[src/rtl/decode_stage.sv]
// decode_stage: registered MIPS instruction-decode stage between fetch and execute.
//
// Splits a 32-bit instruction into register/immediate/target fields, classifies it
// (R / I / J / illegal) and presents the registered result one clock after it is
// accepted. Valid/ready handshake on both sides, back-pressure and flush.
//
// Optional feature: define DECODE_SKID_EN to add a second (skid) entry so that
// in_ready becomes a registered output (in_ready = skid entry empty).
//
// Ports:
//   clock, reset          rising-edge clock, synchronous active-high reset
//   flush                 discard every held instruction (redirect)
//   in_valid/in_ready     upstream handshake; insn_in and pc_in are the payload
//   out_valid/out_ready   downstream handshake
//   pc_out, opcode, rs, rt, rd, sha, func, immed_sx, immed_zx, target
//                         decoded fields (fields unused by the class are 0)
//   insn_class            0 = R, 1 = I, 2 = J, 3 = illegal
//   illegal               insn_class == 3
module decode_stage #(
  parameter int unsigned XLEN = 32
) (
  input  logic            clock,
  input  logic            reset,
  input  logic            flush,
  input  logic            in_valid,
  output logic            in_ready,
  input  logic [31:0]     insn_in,
  input  logic [XLEN-1:0] pc_in,
  output logic            out_valid,
  input  logic            out_ready,
  output logic [XLEN-1:0] pc_out,
  output logic [5:0]      opcode,
  output logic [4:0]      rs,
  output logic [4:0]      rt,
  output logic [4:0]      rd,
  output logic [4:0]      sha,
  output logic [5:0]      func,
  output logic [XLEN-1:0] immed_sx,
  output logic [XLEN-1:0] immed_zx,
  output logic [25:0]     target,
  output logic [1:0]      insn_class,
  output logic            illegal
);

  localparam int unsigned IMM_W = 16;
  localparam int unsigned EXT_W = XLEN - IMM_W;

  localparam logic [1:0] CLS_R   = 2'd0;
  localparam logic [1:0] CLS_I   = 2'd1;
  localparam logic [1:0] CLS_J   = 2'd2;
  localparam logic [1:0] CLS_ILL = 2'd3;

  typedef struct packed {
    logic [XLEN-1:0] pc;
    logic [5:0]      opcode;
    logic [4:0]      rs;
    logic [4:0]      rt;
    logic [4:0]      rd;
    logic [4:0]      sha;
    logic [5:0]      func;
    logic [XLEN-1:0] immed_sx;
    logic [XLEN-1:0] immed_zx;
    logic [25:0]     target;
    logic [1:0]      insn_class;
    logic            illegal;
  } entry_t;

  entry_t dec;
  entry_t main_q;
  logic   main_valid;
  logic   in_xfer;

  // Combinational decode of the incoming instruction; unused fields stay 0.
  always_comb begin
    dec        = '0;
    dec.pc     = pc_in;
    dec.opcode = insn_in[31:26];
    case (insn_in[31:26]) inside
      6'h00, 6'h1C: begin
        dec.insn_class = CLS_R;
        dec.rs         = insn_in[25:21];
        dec.rt         = insn_in[20:16];
        dec.rd         = insn_in[15:11];
        dec.sha        = insn_in[10:6];
        dec.func       = insn_in[5:0];
      end
      6'h02, 6'h03: begin
        dec.insn_class = CLS_J;
        dec.target     = insn_in[25:0];
      end
      6'h01, [6'h04:6'h0F], [6'h20:6'h26], [6'h28:6'h2B], 6'h2E: begin
        dec.insn_class = CLS_I;
        dec.rs         = insn_in[25:21];
        dec.rt         = insn_in[20:16];
        dec.immed_sx   = {{EXT_W{insn_in[15]}}, insn_in[15:0]};
        dec.immed_zx   = {{EXT_W{1'b0}}, insn_in[15:0]};
      end
      default: begin
        dec.insn_class = CLS_ILL;
        dec.illegal    = 1'b1;
      end
    endcase
  end

  assign in_xfer = in_valid && in_ready;

`ifdef DECODE_SKID_EN

  entry_t skid_q;
  logic   skid_valid;
  logic   ready_q;
  logic   main_free;

  // ready_q mirrors "skid empty" so upstream sees a flop output.
  assign in_ready  = ready_q;
  assign main_free = !main_valid || out_ready;

  // Main entry refills from skid first to keep program order.
  always_ff @(posedge clock) begin
    if (reset) begin
      main_valid <= 1'b0;
      main_q     <= '0;
      skid_valid <= 1'b0;
      skid_q     <= '0;
      ready_q    <= 1'b1;
    end else if (flush) begin
      main_valid <= 1'b0;
      skid_valid <= 1'b0;
      ready_q    <= 1'b1;
    end else if (main_free) begin
      if (skid_valid) begin
        main_q     <= skid_q;
        main_valid <= 1'b1;
      end else if (in_xfer) begin
        main_q     <= dec;
        main_valid <= 1'b1;
      end else begin
        main_valid <= 1'b0;
      end
      skid_valid <= 1'b0;
      ready_q    <= 1'b1;
    end else if (in_xfer) begin
      skid_q     <= dec;
      skid_valid <= 1'b1;
      ready_q    <= 1'b0;
    end
  end

`else

  // Accept when empty, draining this cycle, or being flushed (input is dropped).
  assign in_ready = !main_valid || out_ready || flush;

  // Single entry: load on input transfer, clear on output transfer.
  always_ff @(posedge clock) begin
    if (reset) begin
      main_valid <= 1'b0;
      main_q     <= '0;
    end else if (flush) begin
      main_valid <= 1'b0;
    end else if (in_xfer) begin
      main_valid <= 1'b1;
      main_q     <= dec;
    end else if (out_valid && out_ready) begin
      main_valid <= 1'b0;
    end
  end

`endif

  assign out_valid  = main_valid;
  assign pc_out     = main_q.pc;
  assign opcode     = main_q.opcode;
  assign rs         = main_q.rs;
  assign rt         = main_q.rt;
  assign rd         = main_q.rd;
  assign sha        = main_q.sha;
  assign func       = main_q.func;
  assign immed_sx   = main_q.immed_sx;
  assign immed_zx   = main_q.immed_zx;
  assign target     = main_q.target;
  assign insn_class = main_q.insn_class;
  assign illegal    = main_q.illegal;

endmodule

[config.mk]
export PLATFORM = sky130hd
export DESIGN_NAME = decode_stage
export DESIGN_NICKNAME = d
export VERILOG_FILES = /design/src/rtl/decode_stage.sv
export SDC_FILE = /design/constraint.sdc
export NUM_CORES = 1
export LEC_CHECK = 0
export BUFFER_PORTS_ARGS = -buffer_cell sky130_fd_sc_hd__buf_2
export CAP_MARGIN = 5
export CORE_UTILIZATION = 49
export CTS_CLUSTER_DIAMETER = 120
export CTS_CLUSTER_SIZE = 40
export DETAILED_ROUTE_END_ITERATION = 10
export PLACE_DENSITY = 0.9
export SLEW_MARGIN = 10
export SYNTH_ARGS = -nofsm -noshare
export SYNTH_HDL_FRONTEND = slang
export SYNTH_SLANG_ARGS = --single-unit
[constraint.sdc]
create_clock -name clock -period 2 [get_ports clock]
set_input_delay 0.1 -clock clock [delete_from_list [all_inputs] [get_ports clock]]
set_output_delay 0.1 -clock clock [all_outputs]
set_load 0.05 [all_outputs]
After elaboration in Yosys (flattened, before gate mapping)
Index checks and enable logic that the tools add are counted.
Word-level totals
  flip-flop bits (word level): 158
  bits in latches: 0
  bits in writable memories: 0
  bits in read-only memories: 0
  input port bits: 69
  output and inout bits: 159
  logic and storage cells: 57
  memories kept: 0
Operators by class
  $add $sub $neg: 0
  multipliers: 0
  divide/modulo/power cells: 0
  $lt $le $gt $ge: 6
  equal/unequal tests: 5
  shift operators: 0
  mux-type cells: 17
  bitwise gates (word level): 1
  reduce and logical (&&, ||, !) cells: 15
Operators by type and width (number)
  $mux W64: 3
  $mux W26: 2
  $mux W10: 3
  $mux W16: 1
  $eq A6 B2 Y1 const B: 2
  $ge A6 B6 Y1 const B: 2
  $le A6 B6 Y1 const B: 2
  $eq A6 B1 Y1 const B: 1
  $eq A6 B5 Y1 const B: 1
  $eq A6 B6 Y1 const B: 1
  $ge A6 B3 Y1 const B: 1
  $le A6 B4 Y1 const B: 1
  $logic_not A6 Y1: 1
  $mux W2: 3
  $reduce_or A2 Y1: 3
  $logic_and A1 B1 Y1: 5
  $mux W1: 5
  $reduce_or A5 Y1: 1
  $logic_or A1 B1 Y1: 2
  $reduce_and A2 Y1: 1
  $reduce_bool A2 Y1: 1
  $logic_not A1 Y1: 1
  $not A1 Y1: 1

Depth between registers and ports, before layout
Gate-level depths: netlist (run 1).
  depth in word-level cells: 6
  gate-level depth with buffers: 7
  gate-level depth less buffers: 4

Worst setup path before layout (run 1)
Ideal clock, no wire load.
  path type: reg-to-reg
  from: register main_valid, in the netlist out_valid
  to: register main_q (netlist bit rs[4])
  library setup time: 0.101 ns
  arrival: 1.661 ns
  required time: 1.899 ns
  path slack: 0.238 ns
  cell stages (with the launch flop): 8
  path buffers: 3
  clock period less this slack: 1.762 ns
  cells stage by stage: dfxtp_1 -> nand2b_1 -> nand2_1 -> buf_2 -> buf_2 -> buf_1 -> nand3_1 -> o41ai_1
On the way
  longest elaborated chain between the ends: 5
RTL lines
  start, declared: line 70  | logic main_valid;
  start signal, assigned: line 157  | main_valid <= 1'b0;
  start signal, assigned: line 160  | main_valid <= 1'b0;
  start signal, assigned: line 162  | main_valid <= 1'b1;
  $logic_not A1 Y1: line 152  | assign in_ready = !main_valid || out_ready || flush;
  $logic_or A1 B1 Y1 (2 in a row): line 152
  $logic_and A1 B1 Y1: line 105  | assign in_xfer = in_valid && in_ready;
  $reduce_and A2 Y1 (no source line)
  end signal, assigned: line 158  | main_q <= '0;
  end signal, assigned: line 163  | main_q <= dec;
  end, declared: line 69  | entry_t main_q;
No other way between the ends.
A chain may end at the register's enable or synchronous reset.

Final worst setup path (run 1)
  from: input port flush
  to: register main_q (netlist bit rs[0])
On the way
  longest elaborated chain between the ends: 3
  elaborated cells on any way between the ends: 4
  those cells by class: bitwise (1); reduce/logical (3)
RTL lines
  start, declared: line 24  | input logic flush,
  $logic_or A1 B1 Y1: line 152
  $logic_and A1 B1 Y1: line 105
  $reduce_and A2 Y1 (no source line) (*)
Mark *: on every way between the ends. The rest lies on a longest branch, timed or not.

==> results of run 1 <==
power groups by stage:
stage	sequential [µW]	clock [µW]	combinational (µW)
finish	2280	1270	854
global route	2290	1380	900
CTS	2280	1290	844
detailed placement	2330	0	763
global placement	2330	0	747
floorplan	2530	0	397
per-stage QoR:
step / util / std cells / power (µW) / area, µm²
floorplan: - / 570 / 2930 / 4670
global placement: 0.587 / 807 / 3070 / 5400
detailed placement: 0.587 / 807 / 3090 / 5400
CTS: 0.666 / 877 / 4420 / 6120
global route: 0.666 / 877 / 4560 / 6120
finish: 0.666 / 877 / 4400 / 6120
per-layer routing:
metal / vias to the layer above / global-route usage
met2: 228 / 0.463
met5: - / 0
met4: 0 / 0.132
met3: 42 / 0.0440
li1: 2209 / -
met1: 2140 / 0.309
worst min-delay path, delay by kind of cell:
family                 cells  cell delay (ps)
AOI/OAI and AO/OA          1               60
and+or+nand+nor            1               60
buffers and inverters      1              120
flip-flops by register name, indices dropped and copies added (netlist names):
name	flops
target	26
out_valid	1
func	6
rd	5
opcode	6
illegal	1
pc_out	32
insn_class	2
rs	5
immed_sx	16
sha	5
rt	5
area by class of cell:
class / instances / area, µm² / share of cell area
Clock inverter: 7 / 57.6 / 0.00940
Inverter: 12 / 45.0 / 0.00736
Multi-Input combinational cell: 355 / 1870 / 0.306
Tap cell: 111 / 139 / 0.0227
Clock buffer: 9 / 124 / 0.0202
Sequential cell: 110 / 2200 / 0.360
Timing Repair Buffer: 273 / 1680 / 0.275
cells by family (layout without fill, tap and decap cells):
family	after synthesis	in the layout	synth area share
AOI/OAI and AO/OA	114	114	0.150
buffers and inverters	105	301	0.131
DFF	110	110	0.477
muxes	1	1	0.00217
other	1	16	0.000813
and+or+nand+nor	224	224	0.239
how the worst max path moves through the flow:
stage / end / slack [ps] / depth (start not counted)
finish: rs[0]$_SDFFE_PP0P_ / 340 / 6
global route: immed_sx[30]$_SDFFE_PP0P_ / 170 / 7
CTS: rs[0]$_SDFFE_PP0P_ / 360 / 6
detailed placement: immed_sx[12]$_SDFFE_PP0P_ / 350 / 5
global placement: immed_sx[14]$_SDFFE_PP0P_ / 430 / 5
floorplan: rs[4]$_SDFFE_PP0P_ / 240 / 7
cell usage after synthesis:
| library cell | count | share of area |
|---|---|---|
| nor4b_4 | 1 | 0.0052 |
| dfxtp_1 | 110 | 0.48 |
| and2_1 | 17 | 0.023 |
| a32o_1 | 1 | 0.0022 |
| o21a_1 | 16 | 0.026 |
| nand3_2 | 3 | 0.0065 |
| nor4b_1 | 16 | 0.030 |
| o32ai_4 | 1 | 0.0060 |
| conb_1 | 1 | 0.00081 |
| inv_1 | 12 | 0.0098 |
| a21oi_2 | 1 | 0.0019 |
| and3b_1 | 1 | 0.0019 |
| mux2i_1 | 1 | 0.0022 |
| o41ai_1 | 10 | 0.019 |
| a21oi_1 | 82 | 0.089 |
| or2_4 | 1 | 0.0019 |
| nand3_1 | 51 | 0.055 |
| nand2b_1 | 3 | 0.0041 |
| nand2_1 | 121 | 0.098 |
| buf_2 | 9 | 0.0098 |
| nor3_1 | 3 | 0.0033 |
| nor2_1 | 1 | 0.00081 |
| nor2b_1 | 2 | 0.0027 |
| or3_1 | 2 | 0.0027 |
| clkbuf_1 | 32 | 0.026 |
| a21boi_2 | 1 | 0.0024 |
| or2_2 | 1 | 0.0014 |
| and3_1 | 1 | 0.0014 |
| a31o_2 | 1 | 0.0019 |
| buf_6 | 2 | 0.0049 |
| a211oi_1 | 1 | 0.0016 |
| buf_4 | 49 | 0.080 |
| buf_1 | 1 | 0.00081 |
==> flow_summary.toml, run 1 <==
[placed_design]
post-place-ws_ps = 346
hpwl_um = 8420
gp_congestion = 0.842
portBuffers = 211

[detailed_routing]
drtIter0Drc = 209
wl_um = 13200
ant_nets = 0
wl_met3_um = 830
post_drt_wl_per_cell_um = 15.1
drtPass1Iterations = 6
wl_met1_um = 5280
route.vias.total = 4619
drt-vias-per-instance = 5.27
drcViolationCount = 0
met2WireLength_um = 6710
top_layer_used = "met4"

[timing]
hold_violations = 0
hold_slack_ps = 14.4
fin_setup_tns_ps = 0
fin_ws_ps = 337
max_freq_mhz = 601
maxSlewHeadroom = 0.401
fin_crit_ps = 1660
finalMaxSlewViolations = 0
finalCritPeriodShare = 0.831
skew_ps = 19.5
rsz0062_at_grt = "no"
worstMarginPinSlew_ps = 898
setup_viol = 0

[setup_path]
regToRegEndpoint = "rs[0]$_SDFFE_PP0P_"
slowest_delay_ps = 540
cpMaxStageDelayCell = "dlygate4sd3_1"
cp_cell_sequence = "dlygate4sd3_1, buf_2, nor2b_1, nand2_4, buf_4, o41ai_1"
cp_num_buf_inv = 3
end_kind = "register"
timing.rr.start = "out_valid$_SDFFE_PP0P_"
path_max_fanout = 29
crit_arrival_ps = 1920
reg2reg_depth = 4
start_kind = "input port"
crit_family = "buffers and inverters"
r2r_slack_ps = 460
critPathKind = "in2reg"
crit_start = "flush"
required_ps = 2250

[final_layout]
final_common_cell = "buf_2"
layout_common_cells = "buf_2 (211), nand2_1 (120), dfxtp_1 (110), a21oi_1 (82), dlygate4sd3_1 (54)"
diodes = 0
nets = 830
n_fill_cell = 756
drive_above_1_share = 0.322
syn2layout_area_growth_pct = 32.7

[pwr]
p_seq_frac = 0.518
p_sw_uw = 1430
p_int_uw = 2970
p_leak_uw = 0.00283
p_per_area_mw_per_mm2 = 719
p_comb_frac = 0.194
swShare = 0.325
vdd_drop_max_mv = 0.427
p_clk_frac = 0.288

[synthesis]
synth-seq-area-share = 0.477
synth_cell_types = 33
syn_area_mm2 = 0.00461
ys_warn_count = 0
synth_area_per_cell_um2 = 8.31
ys_ff_latch = 110
netlist_instances = 555

[floorplan]
die_w_um = 99.0
die_y_um = 99.0
io-pin-count = 228
fp.dieArea_mm2 = 0.00981
initial_core_util = 0.502
core_mm2 = 0.00920
num_rows = 35

[cts]
hold_buffers = 54
postCtsResizedCells = 0
path_clk_slew_ps = 120
cts_buffers = 9
cts_setup_buffers = 0
clockBufferDepth = 2
cts_tree = "done"
clock_sinks = 110
worstSkewPairLatency_ps = 370
clockRootBuffer = "clkbuf_8"
htreeDepth = 3

[global_route]
grt_pass1_wl_um = 20500
antenna_found_initial = 0
grt_start_max_net_pins = 82
grtUsageTotal = 0.263
grt_overflow = 0
grt_pass1_vias = 4238

[min_path]
hp-start = "insn_in[4]"
min_path_type = "in2reg"
hold_depth = 3
hold_path_end = "func[4]$_SDFFE_PP0P_"

[flow_run]
cap_violations = 0

[run_status]
outcome = "complete, no violations"
Note: power is estimated with default switching activity, not from simulation.
==> inputs of run 2 (changes only) <==
--- a/config.mk
+++ b/config.mk
@@ -7,11 +7,11 @@
 export LEC_CHECK = 0
 export BUFFER_PORTS_ARGS = -buffer_cell sky130_fd_sc_hd__buf_2
 export CAP_MARGIN = 5
-export CORE_UTILIZATION = 49
+export CORE_UTILIZATION = 41
 export CTS_CLUSTER_DIAMETER = 120
 export CTS_CLUSTER_SIZE = 40
 export DETAILED_ROUTE_END_ITERATION = 10
-export PLACE_DENSITY = 0.9
+export PLACE_DENSITY = 0.81
 export SLEW_MARGIN = 10
 export SYNTH_ARGS = -nofsm -noshare
 export SYNTH_HDL_FRONTEND = slang
==> constraint.sdc (replaced) <==
create_clock -name clock -period 1.48 [get_ports clock]
set_input_delay 0.074 -clock clock [delete_from_list [all_inputs] [get_ports clock]]
set_output_delay 0.074 -clock clock [all_outputs]
set_load 0.05 [all_outputs]
==> run 2 against run 1 <==
  * Die area rose by 19%
  * Flip-flop and latch count did not move
  * Critical path depth rose by 1
  * Combinational power rose by 44%
  * Clock skew fell by 11 ps
  * Count of clock-buffer cells in the layout rose by 4
  * Global-route usage fell by 4.1 points
  * First-iteration DRC count rose by 100%
  * Hold slack got worse by 1.1 ps
  * Largest cell class unchanged
  * Highest routed layer unchanged
==> flow_summary.toml, run 2 (synthesis gave the netlist of run 1 again) <==
[run_status]
outcome = "complete, no violations"

[global_route]
grt_overflow = 0
grt_pass1_vias = 4016
grt_start_max_net_pins = 94
antenna_found_initial = 0
grt_pass1_wl_um = 20000
grtUsageTotal = 0.222

[setup_path]
critPathKind = "in2reg"
end_kind = "register"
path_max_fanout = 16
start_kind = "input port"
required_ps = 1800
crit_arrival_ps = 1740

[final_layout]
drive_above_1_share = 0.336
fin_cells = 923
nets = 847
n_fill_cell = 932
diodes = 0
layout_common_cells = "buf_2 (209), nand2_1 (120), dfxtp_1 (108), a21oi_1 (82), dlygate4sd3_1 (62)"
multiInputGateArea_mm2 = 0.00192
largest_reg_flops = 32
syn2layout_area_growth_pct = 39.9
final_common_cell = "buf_2"
register_area_mm2 = 0.00220

[pwr]
p_sw_uw = 1880
vdd_drop_max_mv = 0.524
p_seq_frac = 0.498
p_per_area_mw_per_mm2 = 958
swShare = 0.304
p_int_uw = 4300
p_clk_frac = 0.303
p_comb_frac = 0.199
p_leak_uw = 0.00296

[cts]
htreeDepth = 3
cts_tree = "done"
clock_sinks = 110
clockRootBuffer = "clkbuf_8"
clockBufferDepth = 2
cts_buffers = 9
worstSkewPairLatency_ps = 370
path_clk_slew_ps = 100

[placed_design]
portBuffers = 211
hpwl_um = 8070
gp_congestion = 0.818
post-place-ws_ps = 59.1
place_inst = 843

[min_path]
min_path_type = "in2reg"

[floorplan]
die_w_um = 108
fp.dieArea_mm2 = 0.0117
initial_core_util = 0.424
core_mm2 = 0.0109
io-pin-count = 228
die_y_um = 108
num_rows = 38

[detailed_routing]
post_drt_wl_per_cell_um = 14.7
wl_met1_um = 5880
ant_nets = 0
met2WireLength_um = 6340
wl_um = 13600
top_layer_used = "met4"
route.vias.total = 4592
wl_met3_um = 1000
drtIter0Drc = 427
drcViolationCount = 0
drtPass1Iterations = 5
drt-vias-per-instance = 4.98

[timing]
fin_crit_ps = 1420
max_freq_mhz = 704
finalMaxSlewViolations = 0
skew_ps = 8.99
fin_ws_ps = 59.7
hold_slack_ps = 13.3
setup_viol = 0
rsz0062_at_grt = "yes"
hold_violations = 0
finalCritPeriodShare = 0.960

[flow_run]
cap_violations = 0
-- run 2: worst paths after layout --
path	startpoint	to	slack, ps	depth (start not counted)
max	insn_in[26]	immed_sx[7]$_SDFFE_PP0P_	60	7
min	insn_in[0]	func[0]$_SDFFE_PP0P_	10	3
max reg2reg	out_valid$_SDFFE_PP0P_	out_valid$_SDFFE_PP0P_	110	3
min reg2reg	target[5]$_SDFFE_PP0P_	target[5]$_SDFFE_PP0P_	450	2
-- run 2: cell type report --
| cell class | count | share of cell area |
|---|---|---|
| timing repair buffer | 289 | 0.297 |
| clock buffer | 13 | 0.0246 |
| inverter | 12 | 0.00698 |
| sequential | 110 | 0.341 |
| clock inverter | 3 | 0.00659 |
| multi-input combinational | 356 | 0.297 |
| tap | 140 | 0.0271 |
-- run 2: stage by stage --
stage          total power, µW  utilization  area (µm²)  setup TNS (ps)
4_1_cts                   6190        0.588        6400               0
3_5_place_dp              4220        0.513        5580               0
6_report                  6180        0.593        6460               0
2_1_floorplan             3950            -        4670           -1700
5_1_grt                   6440        0.593        6460            -136
3_3_place_gp              4220        0.513        5580               0
-- run 2: what timing repair did --
item | 4_1_cts | 5_1_grt
endpoints found under the hold margin | 84 | 0
resized for setup | 0 | 11
hold buffers | 62 | 0
setup endpoints to repair | 0 | 62
setup buffers | 0 | 1
-- run 2: power groups by stage --
| stage | clock [µW] | sequential (µW) | combinational, µW |
|---|---|---|---|
| after floorplan | 0 | 3420 | 537 |
| after global placement | 0 | 3140 | 1080 |
| after detailed placement | 0 | 3150 | 1080 |
| after CTS | 1910 | 3080 | 1200 |
| after global routing | 2050 | 3090 | 1300 |
| final | 1870 | 3080 | 1230 |
-- run 2: worst max-delay path, cell delays in order --
cell	delay, ps
dlygate4sd3_1	530
buf_2	150
mux2i_2	200
o32ai_4	120
buf_12	170
nor4b_1	310
o21a_1	170
-- run 2: layer usage --
layer | vias to the layer above | global-route usage
met1 | 2075 | 0.273
met5 | - | 0
met4 | 0 | 0.103
li1 | 2253 | -
met3 | 28 | 0.0464
met2 | 236 | 0.370
==> inputs of run 3 (changes only) <==
--- a/config.mk
+++ b/config.mk
@@ -7,10 +7,13 @@
 export LEC_CHECK = 0
 export BUFFER_PORTS_ARGS = -buffer_cell sky130_fd_sc_hd__buf_2
 export CAP_MARGIN = 5
-export CORE_UTILIZATION = 41
+export CELL_PAD_IN_SITES_DETAIL_PLACEMENT = 0
+export CELL_PAD_IN_SITES_GLOBAL_PLACEMENT = 1
+export CORE_UTILIZATION = 29
 export CTS_CLUSTER_DIAMETER = 120
 export CTS_CLUSTER_SIZE = 40
 export DETAILED_ROUTE_END_ITERATION = 10
+export HOLD_SLACK_MARGIN = 0.05
 export PLACE_DENSITY = 0.81
 export SLEW_MARGIN = 10
 export SYNTH_ARGS = -nofsm -noshare
==> run 3 against run 2 <==
  * Count of clock-buffer cells in the layout rose by 2
  * Hold slack gained 66 ps
  * Register-to-register slack is essentially flat
  * Largest power group unchanged
  * Highest routed layer unchanged
==> flow_summary.toml, run 3 (synthesis gave the netlist of run 1 again) <==
[run_status]
outcome = "complete, no violations"

[timing]
hold_slack_ps = 79.2
finalCritPeriodShare = 0.927
fin_ws_ps = 108
worstMarginPinSlew_ps = 505
fin_crit_ps = 1370
skew_ps = 4.16
maxSlewHeadroom = 0.664
hold_violations = 0
finalMaxSlewViolations = 0
max_freq_mhz = 729
setup_viol = 0
rsz0062_at_grt = "no"

[cts]
htreeDepth = 3
clock_sinks = 110
cts_setup_buffers = 0
cts_buffers = 9
cts_tree = "done"
clockRootBuffer = "clkbuf_16"
worstSkewPairLatency_ps = 350
path_clk_slew_ps = 70
clockBufferDepth = 2

[setup_path]
required_ps = 1760
timing.rr.start = "out_valid$_SDFFE_PP0P_"
crit_start = "out_valid$_SDFFE_PP0P_"
r2r_slack_ps = 110
critPathKind = "reg2reg"
path_max_fanout = 31
crit_arrival_ps = 1650
start_kind = "register"
end_kind = "register"

[min_path]
hp-start = "reset"
min_path_type = "in2reg"

[floorplan]
core_mm2 = 0.0154
io-pin-count = 228
die_y_um = 128
num_rows = 45
fp.dieArea_mm2 = 0.0164
die_w_um = 128
initial_core_util = 0.300

[pwr]
p_leak_uw = 0.00301
p_comb_frac = 0.184
p_seq_frac = 0.460
p_per_area_mw_per_mm2 = 1010
p_sw_uw = 1940
p_clk_frac = 0.356
vdd_drop_max_mv = 0.498
total_power_uw = 6690
swShare = 0.290
p_int_uw = 4750

[final_layout]
stdcell_area_mm2 = 0.00665
diodes = 0
layout_common_cells = "buf_2 (210), nand2_1 (120), dfxtp_1 (108), a21oi_1 (82), dlygate4sd3_1 (65)"
nets = 852
n_fill_cell = 1547
final_common_cell = "buf_2"
drive_above_1_share = 0.329
largest_reg_flops = 32
syn2layout_area_growth_pct = 44.1

[global_route]
grt_pass1_wl_um = 21200
grt_start_max_net_pins = 34
grt_pass1_vias = 4091
grtUsageTotal = 0.167
antenna_found_initial = 0
grt_overflow = 0

[placed_design]
hpwl_um = 9210
post-place-ws_ps = 68.1
portBuffers = 211
gp_congestion = 0.765
placed_cell_area_mm2 = 0.00570

[detailed_routing]
met2WireLength_um = 6730
top_layer_used = "met4"
drtIter0Drc = 193
wl_met1_um = 6000
drcViolationCount = 0
wl_um = 13800
drt-vias-per-instance = 4.53
ant_nets = 0
drtPass1Iterations = 4
post_drt_wl_per_cell_um = 13.8
route.vias.total = 4520
wl_met3_um = 753

[flow_run]
cap_violations = 0
## run 3: changes by cell type in the layout (fill, tap and decap cells not counted), sizes merged
cell	change
clkinv	-1
bufinv	-1
buf	+3
dlygate4sd3	+3
clkinvlp	-1
nand2	-1
clkbuf	+2
## run 3: layout make-up
| cell class | count | area, µm² | area share |
|---|---|---|---|
| flip-flops and latches | 110 | 2200 | 0.331 |
| repair buffers | 295 | 1960 | 0.295 |
| multi-input cells | 355 | 1890 | 0.283 |
| clock buffers | 15 | 288 | 0.0433 |
| well taps | 211 | 264 | 0.0397 |
| inverters | 12 | 45.0 | 0.00677 |
## run 3: stage by stage
stage / util / cells / TNS (ps)
after global placement: 0.371 / 918 / 0
after floorplan: - / 570 / -1700
after global routing: 0.433 / 998 / 0
final: 0.433 / 998 / 0
after CTS: 0.432 / 998 / 0
after detailed placement: 0.371 / 918 / 0
## run 3: power by group through the flow
stage	registers (µW)	logic [µW]	clock network (µW)
6_report	3080	1230	2380
5_1_grt	3090	1310	2580
4_1_cts	3080	1230	2480
3_5_place_dp	3150	1100	0
3_3_place_gp	3140	1100	0
2_1_floorplan	3420	537	0
## run 3: repair_timing
action                                  4_1_cts  5_1_grt
hold endpoints to repair                     90        0
resized for setup                             0        3
hold buffers                                 65        0
endpoints found under the setup margin        0       20
## run 3: path summary, 6_finish.rpt
kind | depth (start not counted) | end
worst min-delay path | 2 | target[20]$_SDFFE_PP0P_
worst max register to register | 5 | pc_out[1]$_SDFFE_PP0P_
worst max-delay path | 5 | pc_out[1]$_SDFFE_PP0P_
worst min register to register | 2 | target[17]$_SDFFE_PP0P_
## run 3: worst max-delay path, cell delays in order (launching register included)
cell	delay, ps
dfxtp_2	320
nand2b_1	120
nand2_4	200
buf_4	360
nand2_1	120
a21oi_1	160
## run 3: per-layer routing
layer  global-route usage  vias up
li1                     -     2252
met1                0.204     2098
met2                0.280      152
met3               0.0367       18
met4               0.0734        0
met5                    0        -
